`src/rtl/cdb_arbiter.sv`:
```
// Common-data-bus arbiter: per-source result FIFOs drained round-robin onto
// NUM_BUS registered broadcast buses, with a synchronous ROB flush.
module cdb_arbiter #(
  parameter int unsigned NUM_SRC    = 4,
  parameter int unsigned NUM_BUS    = 2,
  parameter int unsigned DATA_W     = 32,
  parameter int unsigned ROB_W      = 3,
  parameter int unsigned SRC_W      = 2,
  parameter int unsigned FIFO_DEPTH = 2
) (
  input  logic                                     clock,
  input  logic                                     reset,
  input  logic                                     flush,
  input  logic [NUM_SRC-1:0]                       src_valid,
  output logic [NUM_SRC-1:0]                       src_ready,
  input  logic [NUM_SRC*ROB_W-1:0]                 src_robNum,
  input  logic [NUM_SRC*DATA_W-1:0]                src_data,
  output logic [NUM_BUS-1:0]                       bus_iscast,
  output logic [NUM_BUS*ROB_W-1:0]                 bus_robNum,
  output logic [NUM_BUS*DATA_W-1:0]                bus_data,
  output logic [NUM_BUS*SRC_W-1:0]                 bus_src,
  output logic [NUM_SRC*($clog2(FIFO_DEPTH)+1)-1:0] pending
);

  localparam int unsigned CNT_W = $clog2(FIFO_DEPTH) + 1;
  localparam int unsigned PTR_W = (FIFO_DEPTH > 1) ? $clog2(FIFO_DEPTH) : 1;
  localparam int unsigned ENT_W = ROB_W + DATA_W;

  // FIFO storage and bookkeeping; an entry is {robNum, data}
  logic [ENT_W-1:0] mem_q  [NUM_SRC][FIFO_DEPTH];
  logic [ENT_W-1:0] mem_d  [NUM_SRC][FIFO_DEPTH];
  logic [PTR_W-1:0] head_q [NUM_SRC];
  logic [PTR_W-1:0] head_d [NUM_SRC];
  logic [PTR_W-1:0] tail_q [NUM_SRC];
  logic [PTR_W-1:0] tail_d [NUM_SRC];
  logic [CNT_W-1:0] cnt_q  [NUM_SRC];
  logic [CNT_W-1:0] cnt_d  [NUM_SRC];
  logic [SRC_W-1:0] rr_q;
  logic [SRC_W-1:0] rr_d;

  // Registered bus state
  logic [NUM_BUS-1:0]        iscast_q, iscast_d;
  logic [NUM_BUS*ROB_W-1:0]  rob_q, rob_d;
  logic [NUM_BUS*DATA_W-1:0] data_q, data_d;
  logic [NUM_BUS*SRC_W-1:0]  bsrc_q, bsrc_d;

  logic [NUM_SRC-1:0] push;
  logic [NUM_SRC-1:0] grant;

  function automatic logic [PTR_W-1:0] ptr_inc(input logic [PTR_W-1:0] p);
    return (p == PTR_W'(FIFO_DEPTH - 1)) ? '0 : p + PTR_W'(1);
  endfunction

  // Readiness and occupancy come straight from the registered counts
  always_comb begin
    src_ready = '0;
    pending   = '0;
    push      = '0;
    for (int unsigned i = 0; i < NUM_SRC; i++) begin
      src_ready[i]                 = (cnt_q[i] < CNT_W'(FIFO_DEPTH));
      pending[i*CNT_W +: CNT_W]    = cnt_q[i];
      push[i]                      = src_valid[i] & src_ready[i];
    end
  end

  // Round-robin scan from rr_q: first NUM_BUS non-empty FIFOs win, k-th to bus k
  always_comb begin : arb_comb
    int unsigned nwin;
    int unsigned s;
    nwin     = 0;
    s        = 0;
    grant    = '0;
    iscast_d = '0;
    rob_d    = '0;
    data_d   = '0;
    bsrc_d   = '0;
    rr_d     = rr_q;
    for (int unsigned k = 0; k < NUM_SRC; k++) begin
      s = (32'(rr_q) + k) % NUM_SRC;
      if ((cnt_q[s] != '0) && (nwin < NUM_BUS)) begin
        grant[s]                      = 1'b1;
        iscast_d[nwin]                = 1'b1;
        rob_d[nwin*ROB_W +: ROB_W]    = mem_q[s][head_q[s]][ENT_W-1 -: ROB_W];
        data_d[nwin*DATA_W +: DATA_W] = mem_q[s][head_q[s]][DATA_W-1:0];
        bsrc_d[nwin*SRC_W +: SRC_W]   = SRC_W'(s);
        rr_d                          = (s == NUM_SRC - 1) ? '0 : SRC_W'(s + 1);
        nwin                          = nwin + 1;
      end
    end
    if (flush) begin
      grant    = '0;
      iscast_d = '0;
      rob_d    = '0;
      data_d   = '0;
      bsrc_d   = '0;
      rr_d     = '0;
    end
  end

  // FIFO push/pop; flush empties every FIFO and drops same-cycle pushes
  always_comb begin
    mem_d  = mem_q;
    head_d = head_q;
    tail_d = tail_q;
    cnt_d  = cnt_q;
    for (int unsigned i = 0; i < NUM_SRC; i++) begin
      if (push[i]) begin
        mem_d[i][tail_q[i]] = {src_robNum[i*ROB_W +: ROB_W], src_data[i*DATA_W +: DATA_W]};
        tail_d[i]           = ptr_inc(tail_q[i]);
      end
      if (grant[i]) begin
        head_d[i] = ptr_inc(head_q[i]);
      end
      if (push[i] && !grant[i]) begin
        cnt_d[i] = cnt_q[i] + CNT_W'(1);
      end else if (grant[i] && !push[i]) begin
        cnt_d[i] = cnt_q[i] - CNT_W'(1);
      end
    end
    if (flush) begin
      for (int unsigned i = 0; i < NUM_SRC; i++) begin
        head_d[i] = '0;
        tail_d[i] = '0;
        cnt_d[i]  = '0;
      end
    end
  end

  // Control state and bus registers, cleared asynchronously
  always_ff @(posedge clock or negedge reset) begin
    if (!reset) begin
      for (int unsigned i = 0; i < NUM_SRC; i++) begin
        head_q[i] <= '0;
        tail_q[i] <= '0;
        cnt_q[i]  <= '0;
      end
      rr_q     <= '0;
      iscast_q <= '0;
      rob_q    <= '0;
      data_q   <= '0;
      bsrc_q   <= '0;
    end else begin
      head_q   <= head_d;
      tail_q   <= tail_d;
      cnt_q    <= cnt_d;
      rr_q     <= rr_d;
      iscast_q <= iscast_d;
      rob_q    <= rob_d;
      data_q   <= data_d;
      bsrc_q   <= bsrc_d;
    end
  end

  // Payload storage needs no reset: counts gate every read
  always_ff @(posedge clock) begin
    mem_q <= mem_d;
  end

  assign bus_iscast = iscast_q;
  assign bus_robNum = rob_q;
  assign bus_data   = data_q;
  assign bus_src    = bsrc_q;

endmodule

```
`config.mk`:
```
export PLATFORM = sky130hd
export DESIGN_NAME = cdb_arbiter
export DESIGN_NICKNAME = d
export VERILOG_FILES = /design/src/rtl/cdb_arbiter.sv
export SDC_FILE = /design/constraint.sdc
export NUM_CORES = 1
export LEC_CHECK = 0
export BUFFER_PORTS_ARGS = -buffer_cell sky130_fd_sc_hd__buf_2
export CORE_UTILIZATION = 60
export DETAILED_ROUTE_END_ITERATION = 7
export PLACE_DENSITY = 0.89
export SKIP_LAST_GASP = 1
export SLEW_MARGIN = 20
export SYNTH_ARGS = -nofsm -noshare
export SYNTH_HDL_FRONTEND = slang
export SYNTH_SLANG_ARGS = --single-unit
```
`constraint.sdc`:
```
create_clock -name clock -period 8.75 [get_ports clock]
set_clock_uncertainty 0.15 [all_clocks]
set_input_delay 0.875 -clock clock [delete_from_list [all_inputs] [get_ports clock]]
set_output_delay 0.875 -clock clock [all_outputs]
set_load 0.02 [all_outputs]
```
Word level (Yosys, flattened, before mapping)

Index checks and enable logic that the tools add are counted.

Flip-flop bits (word level): 374
Input port bits: 147
Output and inout port bits: 88
Word-level logic and storage cells: 336

Add/sub/neg operators: 33
Multipliers: 3
Order comparisons: 37
Equality and inequality tests: 4
Shifts and indexed selects: 18
Multiplexer cells: 147
Bitwise gates (word level): 22
Reduce and logical (&&, ||, !) cells: 47

Operators by type and width:

| cell                     | number |
|---|---|
| $bmux 70 s2              | 4 |
| $mux 35                  | 16 |
| $mux 70                  | 8 |
| $neg 32->34              | 9 |
| $bwmux 70                | 4 |
| $mux 64                  | 4 |
| $bwmux 64                | 3 |
| $lt 32x2->1 const B      | 6 |
| $shift 32x34->64 const A | 3 |
| $shiftx 32x34->64        | 3 |
| $demux 35 s1             | 4 |
| $ge 33x3->1 const B      | 4 |
| $not 2->33               | 4 |
| $shift 2x34->4 const A   | 3 |
| $shift 3x34->6 const A   | 3 |
| $shiftx 2x34->4          | 3 |
| $shiftx 3x34->6          | 3 |
| $ge 32x1->1 const B      | 3 |
| $mul 32x2->32 const B    | 3 |
| $mux 32                  | 3 |
| $add 32x1->32 const B    | 2 |
| $mux 2                   | 30 |
| $mux 4                   | 11 |
| $mux 1                   | 33 |
| other kinds (29)         | 142 |

Longest topological paths before layout

Gate-level depths: netlist (run 1).

Word-level depth: 20
Depth in mapped cells: 25
Mapped depth without buffers: 19

Worst setup path before layout (run 1)

No wires, ideal clock.

Path kind: register to register
From: register rr_q[1]
To: register rob_q[1] (netlist: bus_robNum[1])
Library setup time: 0.099 ns
Arrival: 5.939 ns
Data required time: 8.501 ns
Slack: 2.562 ns
Stages on the path, launching flop included: 25
Path buffers: 5
Clock period less this slack: 6.188 ns
Cells stage by stage: dfrtp_1 > buf_6 > inv_1 > clkbuf_1 > clkbuf_1 > ha_1 > inv_1 > mux4_2 > buf_2 > inv_1 > ha_1 > clkinv_1 > a21oi_2 > or2_1 > buf_6 > ha_1 > inv_1 > fa_1 > nor2b_1 > xnor2_1 > or3_1 > o311a_1 > nor3_1 > nand4b_1 > a311oi_1

Cells in the longest elaborated chain, start to end: 18
Elaborated cells between the ends (all ways): 94
Those cells by class: add/sub: 8; mul: 3; order compare: 3; shift: 6; mux: 59; bitwise: 8; reduce/logical: 7

Ends and longest elaborated chain:

| element                                           | line   | text |
|---|---|---|
| from (decl)                                       | 38     | `logic [SRC_W-1:0] rr_q;` |
| from (signal assigned)                            | 146    | `rr_q <= rr_d;` |
| $not 2->33 (not written as such)                  | 80, 83 |  |
| $bmux 2 s2                                        | 80     | `if ((cnt_q[s] != '0) && (nwin < NUM_BUS)) begin` |
| $mux 2 (not written as such) (2 in series)        | 80     |  |
| $reduce_bool 2->1                                 | 80     |  |
| $mux 1                                            | 80     |  |
| $lt 32x2->1                                       | 80     |  |
| $logic_and 1x1->1                                 | 80     |  |
| $mux 32                                           | 80     |  |
| [... 2 more ...]                                  | --     |  |
| $mux 32                                           | 80     |  |
| $mul 32x2->32                                     | 83     | `rob_d[nwin*ROB_W +: ROB_W] = mem_q[s][head_q[s]][ENT_W-1 -: ROB_W];` |
| $neg 32->34                                       | 83     |  |
| $shiftx 3x34->6 or $shift 3x34->6 (tied branches) | 83     |  |
| $bwmux 6                                          | 83     |  |
| $mux 6 *                                          | 80     |  |
| $mux 6 *                                          | 90     | `if (flush) begin` |
| via rob_d[1]                                      | 43     | `logic [NUM_BUS*ROB_W-1:0] rob_q, rob_d;` |
| to (signal assigned)                              | 148    | `rob_q <= rob_d;` |
| to (decl)                                         | 43     |  |

Mark *: on every way through the listed nets, which the timed path passes. The rest lies on a longest branch. The select of a mux whose other input is x is not followed.
A chain may end at the register's enable or synchronous reset.

Worst setup path after layout (run 1)

From: register rr_q[1]
To: register data_q[43] (netlist: bus_data[43])

Cells in the longest elaborated chain, start to end: 17
Elaborated cells between the ends (all ways): 80
Those cells by class: add/sub: 8; order compare: 3; shift: 6; mux: 49; bitwise: 7; reduce/logical: 7

Ends and longest elaborated chain:

| element                                                         | line   | text |
|---|---|---|
| $not 2->33 (not written as such) or $add 2x1->2 (tied branches) | 80, 79 |  |
| $bmux 2 s2 or $not 2->33 (tied branches)                        | 80, 84 |  |
| $mux 2 (not written as such) or $bmux 1 s2 (tied branches)      | 80, 84 |  |
| $mux 2 (not written as such) or $mux 1 (tied branches)          | 80, 84 |  |
| $reduce_bool 2->1 or $mux 1 (tied branches)                     | 80, 84 |  |
| $mux 1 or $not 1->2 (tied branches)                             | 80, 84 |  |
| $lt 32x2->1 or $mux 35 (tied branches)                          | 80, 84 |  |
| $logic_and 1x1->1 or $mux 35 (tied branches)                    | 80, 84 |  |
| [... 2 more ...]                                                | --     |  |
| $logic_and 1x1->1 or $bwmux 64 (tied branches)                  | 80, 84 |  |
| $mux 32 or $mux 64 (tied branches)                              | 80     |  |
| $neg 32->34 or $bwmux 64 (tied branches)                        | 84     | `data_d[nwin*DATA_W +: DATA_W] = mem_q[s][head_q[s]][DATA_W-1:0];` |
| $shiftx 32x34->64 (tied with other cells)                       | 84     |  |
| $bwmux 64                                                       | 84     |  |
| $mux 64 *                                                       | 80     |  |
| $mux 64 *                                                       | 90     |  |
| via data_d[43]                                                  | 44     | `logic [NUM_BUS*DATA_W-1:0] data_q, data_d;` |
| to (signal assigned)                                            | 149    | `data_q <= data_d;` |
| to (decl)                                                       | 44     |  |

Marked as above.

==> report_table.html, run 1 <==
<table>
<tr><th>Metric</th><th>Value</th></tr>
<tr><th colspan="2">Global routing</th></tr>
<tr><td>Antenna violations before repair</td><td>13</td></tr>
<tr><td>Global routing met3 resource utilization</td><td>7.71%</td></tr>
<tr><td>Global-route wire length before repair</td><td>90,200 um</td></tr>
<tr><td>Routing usage on met2</td><td>53.7%</td></tr>
<tr><td>Largest net degree at the start of global routing</td><td>162</td></tr>
<tr><td>Met1 Use GR</td><td>42.5%</td></tr>
<tr><td>Total track usage</td><td>33.8%</td></tr>
<tr><td>Sum of overflow across all layers after global routing</td><td>0</td></tr>
<tr><td>Number of global-route vias before repair</td><td>15,700</td></tr>
<tr><td>Highest-utilization routing layer at the global route stage</td><td>met2</td></tr>
<tr><th colspan="2">Placement</th></tr>
<tr><td>RD Place Congestion</td><td>0.917</td></tr>
<tr><td>Worst setup slack before clock tree synthesis</td><td>2.18 ns</td></tr>
<tr><td>IO Port Bufs</td><td>234</td></tr>
<tr><td>Placed inst area</td><td>22,400 um2</td></tr>
<tr><td>Post-placement cell count</td><td>2,112</td></tr>
<tr><td>Detailed-placement wirelength estimate</td><td>35,500 um</td></tr>
<tr><th colspan="2">Logic synthesis</th></tr>
<tr><td>Avg Synthesized Cell Area</td><td>13.8 um2</td></tr>
<tr><td>Syn Std Cell Area</td><td>21,000 um2</td></tr>
<tr><td>Synth async-reset ratio</td><td>25.1%</td></tr>
<tr><td>Most common flop cell mapped by yosys</td><td>sky130_fd_sc_hd__edfxtp_1</td></tr>
<tr><td>Portion of the post-synthesis area used by sequential elements</td><td>51.4%</td></tr>
<tr><td>Instance count of the mapped netlist</td><td>1,522</td></tr>
<tr><td>Number of nets produced by synthesis</td><td>1,688</td></tr>
<tr><td>Number of register bits inferred by synthesis</td><td>374</td></tr>
<tr><td>Number of synthesized flops with an enable pin</td><td>280</td></tr>
<tr><td>Number of different library cells in the post-synthesis netlist</td><td>72</td></tr>
<tr><td>Count of synthesis-stage warnings from yosys</td><td>0</td></tr>
<tr><th colspan="2">Clocking</th></tr>
<tr><td>CTS tree</td><td>yes</td></tr>
<tr><td>Root Buffer</td><td>sky130_fd_sc_hd__clkbuf_16</td></tr>
<tr><td>Clock-pin slew on the worst setup and hold paths</td><td>0.06 ns</td></tr>
<tr><td>Source-to-sink clock delay at the later pin of the worst-skew pair</td><td>0.54 ns</td></tr>
<tr><td>CTS Hold Bufs</td><td>0</td></tr>
<tr><td>Post-CTS sizing</td><td>0</td></tr>
<tr><td>Postcts setup bufs</td><td>0</td></tr>
<tr><td>Number of clock buffers inserted by TritonCTS</td><td>38</td></tr>
<tr><td>Buffer depth of the longest clock path</td><td>3</td></tr>
<tr><td>Clock tree sinks</td><td>374</td></tr>
<tr><td># H-tree levels</td><td>2</td></tr>
<tr><th colspan="2">Layout</th></tr>
<tr><td>Finished Layout Cells</td><td>2,192</td></tr>
<tr><td>Filler Cells Inserted</td><td>2,299</td></tr>
<tr><td>Most common cell after layout, fill and taps aside</td><td>sky130_fd_sc_hd__mux2i_1</td></tr>
<tr><td>Fraction of layout cells with a size suffix above 1</td><td>28.4%</td></tr>
<tr><td>Number of nets in the final layout</td><td>1,863</td></tr>
<tr><td>Top library cells by usage in the layout, fill and taps aside</td><td>sky130_fd_sc_hd__mux2i_1 (322), sky130_fd_sc_hd__edfxtp_1 (280), sky130_fd_sc_hd__buf_2 (232)</td></tr>
<tr><td>Layout Cell Area excl Fill</td><td>23,700 um2</td></tr>
<tr><td>Relative area change from synthesis to final layout</td><td>13.0%</td></tr>
<tr><td>Sequential Area</td><td>10,800 um2</td></tr>
<tr><td>Multi-input gate area</td><td>9620 um2</td></tr>
<tr><td>Utilization after layout</td><td>68.7%</td></tr>
<tr><th colspan="2">Power</th></tr>
<tr><td>PD cells</td><td>455 nW/um2</td></tr>
<tr><td>Part of the power in the clock network</td><td>15.1%</td></tr>
<tr><td>Share of total power in combinational logic</td><td>62.0%</td></tr>
<tr><td>Total Power</td><td>10.8 mW</td></tr>
<tr><td>Share of total power consumed by net switching</td><td>46.5%</td></tr>
<tr><td>Internal Dissipation</td><td>5.77 mW</td></tr>
<tr><td>Reported net switching power</td><td>5.01 mW</td></tr>
<tr><td>Pleak</td><td>8.61 nW</td></tr>
<tr><td>VDD IR max</td><td>0.322 mV</td></tr>
<tr><td>Sequential fraction of design power</td><td>22.9%</td></tr>
<tr><th colspan="2">Setup path</th></tr>
<tr><td>Start point of the critical path</td><td>rr_q[1]</td></tr>
<tr><td>WS Path Type</td><td>reg2reg</td></tr>
<tr><td>Critical path launch point type</td><td>flip-flop</td></tr>
<tr><td>Required arrival time at the worst endpoint</td><td>8.96 ns</td></tr>
<tr><td>Slowest Stage Delay on Critical Path</td><td>1.13 ns</td></tr>
<tr><td>Cell-by-cell trace of the critical path</td><td>inv_2, mux4_2, buf_4, clkinv_1, ha_1, inv_1, a21oi_2, or2_1, inv_2, ha_1, inv_1, ha_1, nand4_1, nand2_1, a21oi_1</td></tr>
<tr><td>Crit path DAT</td><td>7.01 ns</td></tr>
<tr><td>Buffers &amp; Inverters on Critical Path</td><td>6</td></tr>
<tr><td>Startpoint of the worst-slack reg-to-reg timing path</td><td>rr_q[1]</td></tr>
<tr><td>Peak fanout along the critical path</td><td>40</td></tr>
<tr><td>Standard cell with the maximum stage delay on the critical path</td><td>sky130_fd_sc_hd__nand4_1</td></tr>
<tr><td>Kind of cell adding the most delay to the critical path</td><td>buffers and inverters</td></tr>
<tr><td>Most prevalent standard cell on the critical path</td><td>sky130_fd_sc_hd__ha_1</td></tr>
<tr><td>CP Capture Type</td><td>flip-flop</td></tr>
<tr><th colspan="2">Floorplanning</th></tr>
<tr><td>Area inside the core boundary</td><td>34,500 um2</td></tr>
<tr><td>Effective utilization at floorplan</td><td>60.8%</td></tr>
<tr><td>Height of the die</td><td>189 um</td></tr>
<tr><td>Number of core rows</td><td>68</td></tr>
<tr><td>Width of the die</td><td>189 um</td></tr>
<tr><td>Die area</td><td>35,700 um2</td></tr>
<tr><td>Number of ports placed on the die boundary</td><td>235</td></tr>
<tr><th colspan="2">Run status</th></tr>
<tr><td>Status</td><td>complete, no violations</td></tr>
<tr><th colspan="2">Routing</th></tr>
<tr><td>Routed WL per cell</td><td>27.5 um</td></tr>
<tr><td>Routed WL</td><td>60,200 um</td></tr>
<tr><td>Via count</td><td>15,400</td></tr>
<tr><td>Remaining number of nets flagged by the antenna check after routing</td><td>0</td></tr>
<tr><td>Violation count after the first detailed-route iteration</td><td>2,126</td></tr>
<tr><td>DRC viols</td><td>0</td></tr>
<tr><td>Vias per cell</td><td>7.03</td></tr>
<tr><td>Drt first pass iters</td><td>6</td></tr>
<tr><th colspan="2">STA</th></tr>
<tr><td>Transition at the pin with the smallest max-transition slack</td><td>1.16 ns</td></tr>
<tr><td>Setup repair after global routing missed its margin</td><td>no</td></tr>
<tr><td>Post-route worst setup slack</td><td>1.95 ns</td></tr>
<tr><td>Count of final max-slew check failures</td><td>0</td></tr>
<tr><td>Fmax achieved</td><td>147 MHz</td></tr>
<tr><td>Final critical delay including setup and external delays</td><td>6.80 ns</td></tr>
<tr><td>Hold WS</td><td>0.140 ns</td></tr>
<tr><td># setup viols final</td><td>0</td></tr>
<tr><td>Final cycle utilization of the critical path</td><td>77.8%</td></tr>
<tr><td>Relative max-transition margin</td><td>22.1%</td></tr>
<tr><td>Sum of negative setup slack</td><td>0 ns</td></tr>
<tr><td>Final hold violation count</td><td>0</td></tr>
<tr><th colspan="2">Worst hold path</th></tr>
<tr><td>Worst hold-check path type</td><td>in2async</td></tr>
<tr><th colspan="2">Job</th></tr>
<tr><td>Maximum capacitance violations</td><td>0</td></tr>
</table>
[final cells by class]
type                       instances  share of cell area (%)
clock inverter                    16                   0.740
timing repair buffer             259                    5.81
inverter                          20                   0.317
tap                              455                    2.41
clock buffer                      54                    4.49
sequential                       374                    45.5
multi-input combinational       1004                    40.6
antenna                           10                   0.106
[registers in the layout, indices dropped and copies added, names as in the netlist]
name / count
mem_q: 280
bus_data: 64
pending: 8
bus_robNum: 6
bus_src: 4
head_q: 4
tail_q: 4
bus_iscast: 2
rr_q: 2
[synth_stat cells, drive strengths merged, types with 5 or more instances]
master / count / share of area (%)
and2: 6 / 0.18
xor2: 5 / 0.21
a221oi: 17 / 0.71
nor2: 121 / 2.2
or2: 7 / 0.21
nand2: 48 / 0.86
nor3: 10 / 0.24
o22ai: 71 / 2.1
xnor2: 15 / 0.63
nor4: 6 / 0.18
ha: 18 / 1.1
a21oi: 50 / 1.2
clkbuf: 67 / 1.2
nand3: 24 / 0.57
a22oi: 5 / 0.18
or3: 5 / 0.15
o21ai: 7 / 0.19
a311oi: 5 / 0.21
buf: 57 / 1.4
mux4: 128 / 14
nor2b: 9 / 0.27
a211oi: 43 / 1.6
mux2i: 322 / 15
mux2: 17 / 0.91
a31oi: 5 / 0.15
nand4: 5 / 0.18
edfxtp: 280 / 40
dfrtp: 94 / 11
inv: 18 / 0.32
[kinds of logic (layout without fill, tap and decap cells)]
logic type               after synthesis  after routing  share of synthesized area (%)
multiplexers                         467            467                           30.1
flip-flops                           374            374                           51.4
AND/OR/NAND/NOR                      264            264                           5.92
AO/OA/AOI/OAI                        234            234                           7.66
buffers and inverters                144            349                           3.00
XOR/XNOR                              20             20                          0.836
adder cells (fa/ha/maj)               19             19                           1.17
other                                  0             10                              0
[final timing paths]
check / end / slack [ns] / cells past startpoint
worst max-delay path: bus_data[43] / 1.95 / 15
worst min-delay path: bus_data[22] / 0.14 / 1
worst max register to register: bus_data[43] / 1.95 / 15
worst min register to register: tail_q[2] / 0.45 / 2
max in group asynchronous: rr_q[1] / 6.90 / 2
min in group clock: mem_q[120] / 0.37 / 1
[power groups by stage]
stage               clock (mW)  sequential, mW  combinational, mW
global route              1.70            2.49               7.05
floorplan                    0            2.53               4.79
global placement             0            2.47               6.29
finish                    1.63            2.47               6.69
CTS                       1.63            2.46               6.49
detailed placement           0            2.49               6.43
[per-layer routing]
layer / up-vias / share of wire [%]
met5: - / 0.032
met4: 4 / 5.8
met3: 301 / 12
met2: 1175 / 48
met1: 7508 / 35
li1: 6432 / -
[worst register-to-register path, stage by stage (launching register included)]
cell                       delay (ns)
sky130_fd_sc_hd__dfrtp_4         0.48
sky130_fd_sc_hd__inv_2           0.37
sky130_fd_sc_hd__mux4_2          0.29
sky130_fd_sc_hd__buf_4           0.57
sky130_fd_sc_hd__clkinv_1        0.53
sky130_fd_sc_hd__ha_1            0.46
sky130_fd_sc_hd__inv_1           0.20
sky130_fd_sc_hd__a21oi_2         0.09
sky130_fd_sc_hd__or2_1           0.37
sky130_fd_sc_hd__inv_2           0.23
sky130_fd_sc_hd__ha_1            0.30
sky130_fd_sc_hd__inv_1           0.08
sky130_fd_sc_hd__ha_1            0.92
sky130_fd_sc_hd__nand4_1         1.14
sky130_fd_sc_hd__nand2_1         0.35
sky130_fd_sc_hd__a21oi_1         0.10
(Power assumes the default switching activity.)
==> run 2, diff against run 1 <==
Settings changed: CORE_UTILIZATION 60 to 54, PLACE_DENSITY 0.89 to 0.85.
Clock period 8.75 ns to 6 ns, I/O delays scaled along.
==> run 2 against run 1 <==
First-iteration DRC count down 22%; non-clock buffer count is 10 higher; worst hold slack worse by 0.056 ns; power increased by 50%; die area grew 11%; critical path type unchanged; critical endpoint is now bus_data[47].
==> report_table.html, run 2 (synthesis results as in run 1) <==
<table>
<tr><th>Metric</th><th>Value</th></tr>
<tr><th colspan="2">Routing</th></tr>
<tr><td>DRC viols</td><td>0</td></tr>
<tr><td>Remaining number of nets flagged by the antenna check after routing</td><td>0</td></tr>
<tr><td>Vias per cell</td><td>6.80</td></tr>
<tr><td>Drt first pass iters</td><td>6</td></tr>
<tr><td>Routed WL per cell</td><td>27.6 um</td></tr>
<tr><td>Violation count after the first detailed-route iteration</td><td>1,652</td></tr>
<tr><td>Routed WL</td><td>62,400 um</td></tr>
<tr><td>Via count</td><td>15,400</td></tr>
<tr><th colspan="2">Setup path</th></tr>
<tr><td>Most prevalent standard cell on the critical path</td><td>sky130_fd_sc_hd__ha_1</td></tr>
<tr><td>Standard cell with the maximum stage delay on the critical path</td><td>sky130_fd_sc_hd__and4_2</td></tr>
<tr><td>Required arrival time at the worst endpoint</td><td>6.29 ns</td></tr>
<tr><td>Critical Path Stages</td><td>17</td></tr>
<tr><td>Critical path launch point type</td><td>flip-flop</td></tr>
<tr><td>Slowest Stage Delay on Critical Path</td><td>0.71 ns</td></tr>
<tr><td>End of the worst register-to-register path</td><td>bus_data[47]</td></tr>
<tr><td>Crit path DAT</td><td>5.98 ns</td></tr>
<tr><td>CP Capture Type</td><td>flip-flop</td></tr>
<tr><td>Worst-case register-to-register setup slack</td><td>0.31 ns</td></tr>
<tr><td>Kind of cell adding the most delay to the critical path</td><td>buffers and inverters</td></tr>
<tr><td>Cells on worst reg2reg path</td><td>17</td></tr>
<tr><td>Cell-by-cell trace of the critical path</td><td>nor2_1, mux4_2, clkinvlp_4, ha_1, inv_1, a21oi_2, or2_1, buf_4, inv_2, ha_1, inv_1, ha_1, buf_4, and4_2, buf_12, nor2_1, a211oi_1</td></tr>
<tr><td>Startpoint of the worst-slack reg-to-reg timing path</td><td>pending[3]</td></tr>
<tr><td>WS Path Type</td><td>reg2reg</td></tr>
<tr><td>Buffers &amp; Inverters on Critical Path</td><td>7</td></tr>
<tr><td>Peak fanout along the critical path</td><td>32</td></tr>
<tr><td>Start point of the critical path</td><td>pending[3]</td></tr>
<tr><th colspan="2">Layout</th></tr>
<tr><td>Top library cells by usage in the layout, fill and taps aside</td><td>sky130_fd_sc_hd__mux2i_1 (322), sky130_fd_sc_hd__edfxtp_1 (280), sky130_fd_sc_hd__buf_2 (232)</td></tr>
<tr><td>Most common cell after layout, fill and taps aside</td><td>sky130_fd_sc_hd__mux2i_1</td></tr>
<tr><td>Multi-input gate area</td><td>9630 um2</td></tr>
<tr><td>Relative area change from synthesis to final layout</td><td>14.9%</td></tr>
<tr><td>Fraction of layout cells with a size suffix above 1</td><td>29.3%</td></tr>
<tr><td>Filler Cells Inserted</td><td>2,763</td></tr>
<tr><td>Sequential Area</td><td>10,800 um2</td></tr>
<tr><td>Number of nets in the final layout</td><td>1,873</td></tr>
<tr><td>Layout Cell Area excl Fill</td><td>24,100 um2</td></tr>
<tr><td>Top register by number of flip-flops</td><td>mem_q</td></tr>
<tr><td>Max FFs per register</td><td>280</td></tr>
<tr><th colspan="2">Power</th></tr>
<tr><td>PD cells</td><td>674 nW/um2</td></tr>
<tr><td>Pleak</td><td>8.76 nW</td></tr>
<tr><td>VDD IR max</td><td>0.546 mV</td></tr>
<tr><th colspan="2">Worst hold path</th></tr>
<tr><td>Worst hold-check path type</td><td>in2reg</td></tr>
<tr><td>Worst hold endpoint</td><td>mem_q[59]</td></tr>
<tr><td>Worst min-delay path startpoint</td><td>src_data[120]</td></tr>
<tr><td>Worst hold path depth</td><td>1</td></tr>
<tr><th colspan="2">Global routing</th></tr>
<tr><td>Antenna violations before repair</td><td>15</td></tr>
<tr><td>Sum of overflow across all layers after global routing</td><td>0</td></tr>
<tr><td>Largest net degree at the start of global routing</td><td>172</td></tr>
<tr><td>Global-route wire length before repair</td><td>93,000 um</td></tr>
<tr><td>Total track usage</td><td>31.9%</td></tr>
<tr><td>Number of global-route vias before repair</td><td>15,900</td></tr>
<tr><th colspan="2">Floorplanning</th></tr>
<tr><td>Effective utilization at floorplan</td><td>55.2%</td></tr>
<tr><td>Area inside the core boundary</td><td>37,900 um2</td></tr>
<tr><td>Number of core rows</td><td>71</td></tr>
<tr><td>Number of ports placed on the die boundary</td><td>235</td></tr>
<tr><td>Die area</td><td>39,600 um2</td></tr>
<tr><td>Height of the die</td><td>199 um</td></tr>
<tr><td>Width of the die</td><td>199 um</td></tr>
<tr><th colspan="2">STA</th></tr>
<tr><td>Sum of negative setup slack</td><td>0 ns</td></tr>
<tr><td>Count of final max-slew check failures</td><td>0</td></tr>
<tr><td># setup viols final</td><td>0</td></tr>
<tr><td>Final critical delay including setup and external delays</td><td>5.69 ns</td></tr>
<tr><td>Setup repair after global routing missed its margin</td><td>no</td></tr>
<tr><td>Final hold violation count</td><td>0</td></tr>
<tr><td>Relative max-transition margin</td><td>23.0%</td></tr>
<tr><td>Fmax achieved</td><td>176 MHz</td></tr>
<tr><td>Final cycle utilization of the critical path</td><td>94.8%</td></tr>
<tr><td>Transition at the pin with the smallest max-transition slack</td><td>1.15 ns</td></tr>
<tr><th colspan="2">Clocking</th></tr>
<tr><td>Buffer depth of the longest clock path</td><td>3</td></tr>
<tr><td># H-tree levels</td><td>2</td></tr>
<tr><td>Root Buffer</td><td>sky130_fd_sc_hd__clkbuf_16</td></tr>
<tr><td>CTS tree</td><td>yes</td></tr>
<tr><td>Number of clock buffers inserted by TritonCTS</td><td>38</td></tr>
<tr><td>Source-to-sink clock delay at the later pin of the worst-skew pair</td><td>0.54 ns</td></tr>
<tr><td>Clock tree sinks</td><td>374</td></tr>
<tr><td>Clock-pin slew on the worst setup and hold paths</td><td>0.07 ns</td></tr>
<tr><th colspan="2">Job</th></tr>
<tr><td>Maximum capacitance violations</td><td>0</td></tr>
<tr><th colspan="2">Placement</th></tr>
<tr><td>IO Port Bufs</td><td>234</td></tr>
<tr><td>Detailed-placement wirelength estimate</td><td>37,700 um</td></tr>
<tr><td>RD Place Congestion</td><td>0.941</td></tr>
<tr><td>Placed inst area</td><td>22,500 um2</td></tr>
<tr><th colspan="2">Run status</th></tr>
<tr><td>Status</td><td>complete, no violations</td></tr>
</table>
run 2: cell count changes in the layout (fill, tap and decap cells not counted), moves of 2 or more:
cell,delta
sky130_fd_sc_hd__clkbuf_1,-9
sky130_fd_sc_hd__buf_4,+5
sky130_fd_sc_hd__diode_2,+5
sky130_fd_sc_hd__bufinv_16,+7
sky130_fd_sc_hd__buf_6,+2
sky130_fd_sc_hd__inv_8,+2
run 2: per-stage QoR:
step	power, mW	hold WS (ns)	instances	worst slack [ns]	utilization, %
after floorplan	10.7	0.154	1522	0.216	-
after global placement	12.9	0.417	2176	0.544	59.4
after detailed placement	13.2	0.427	2176	0.405	59.4
after CTS	15.9	0.0688	2246	0.385	63.2
after global routing	17.0	0.0751	2260	0.0135	63.4
final	16.2	0.0833	2262	0.311	63.4
run 2: final cells by class:
type                       instances  area share (%)
antenna                           15           0.156
clock buffer                      45            4.27
clock inverter                    24            1.62
inverter                          20           0.333
multi-input combinational       1004            40.0
sequential                       374            44.7
tap                              511            2.66
timing repair buffer             269            6.21
run 2: worst max-delay path by stage:
stage | endpoint | slack [ns]
4_1_cts | bus_robNum[1] | 0.38
2_1_floorplan | bus_robNum[1] | 0.22
5_1_grt | bus_robNum[1] | 0.01
3_5_place_dp | bus_robNum[1] | 0.41
3_3_place_gp | bus_robNum[1] | 0.54
6_report | bus_data[47] | 0.31
run 2: routing by layer:
layer  track usage, %  share of wire, %
met5                0                 0
met3             8.36                11
met1             39.4                36
met4             19.9               5.8
met2             50.3                47
run 2: where the power goes:
part	internal, mW	switching (mW)
combinational	3.82	6.12
sequential	3.33	0.257
clock	1.67	1.02
total	8.82	7.40
run 2: repair_timing:
item / 4_1_cts / 5_1_grt
endpoints found under the hold margin: 42 / 0
endpoints found under the setup margin: 0 / 10
buffers inserted: 0 / 0
hold buffers: 1 / 0
resized for setup: 0 / 3
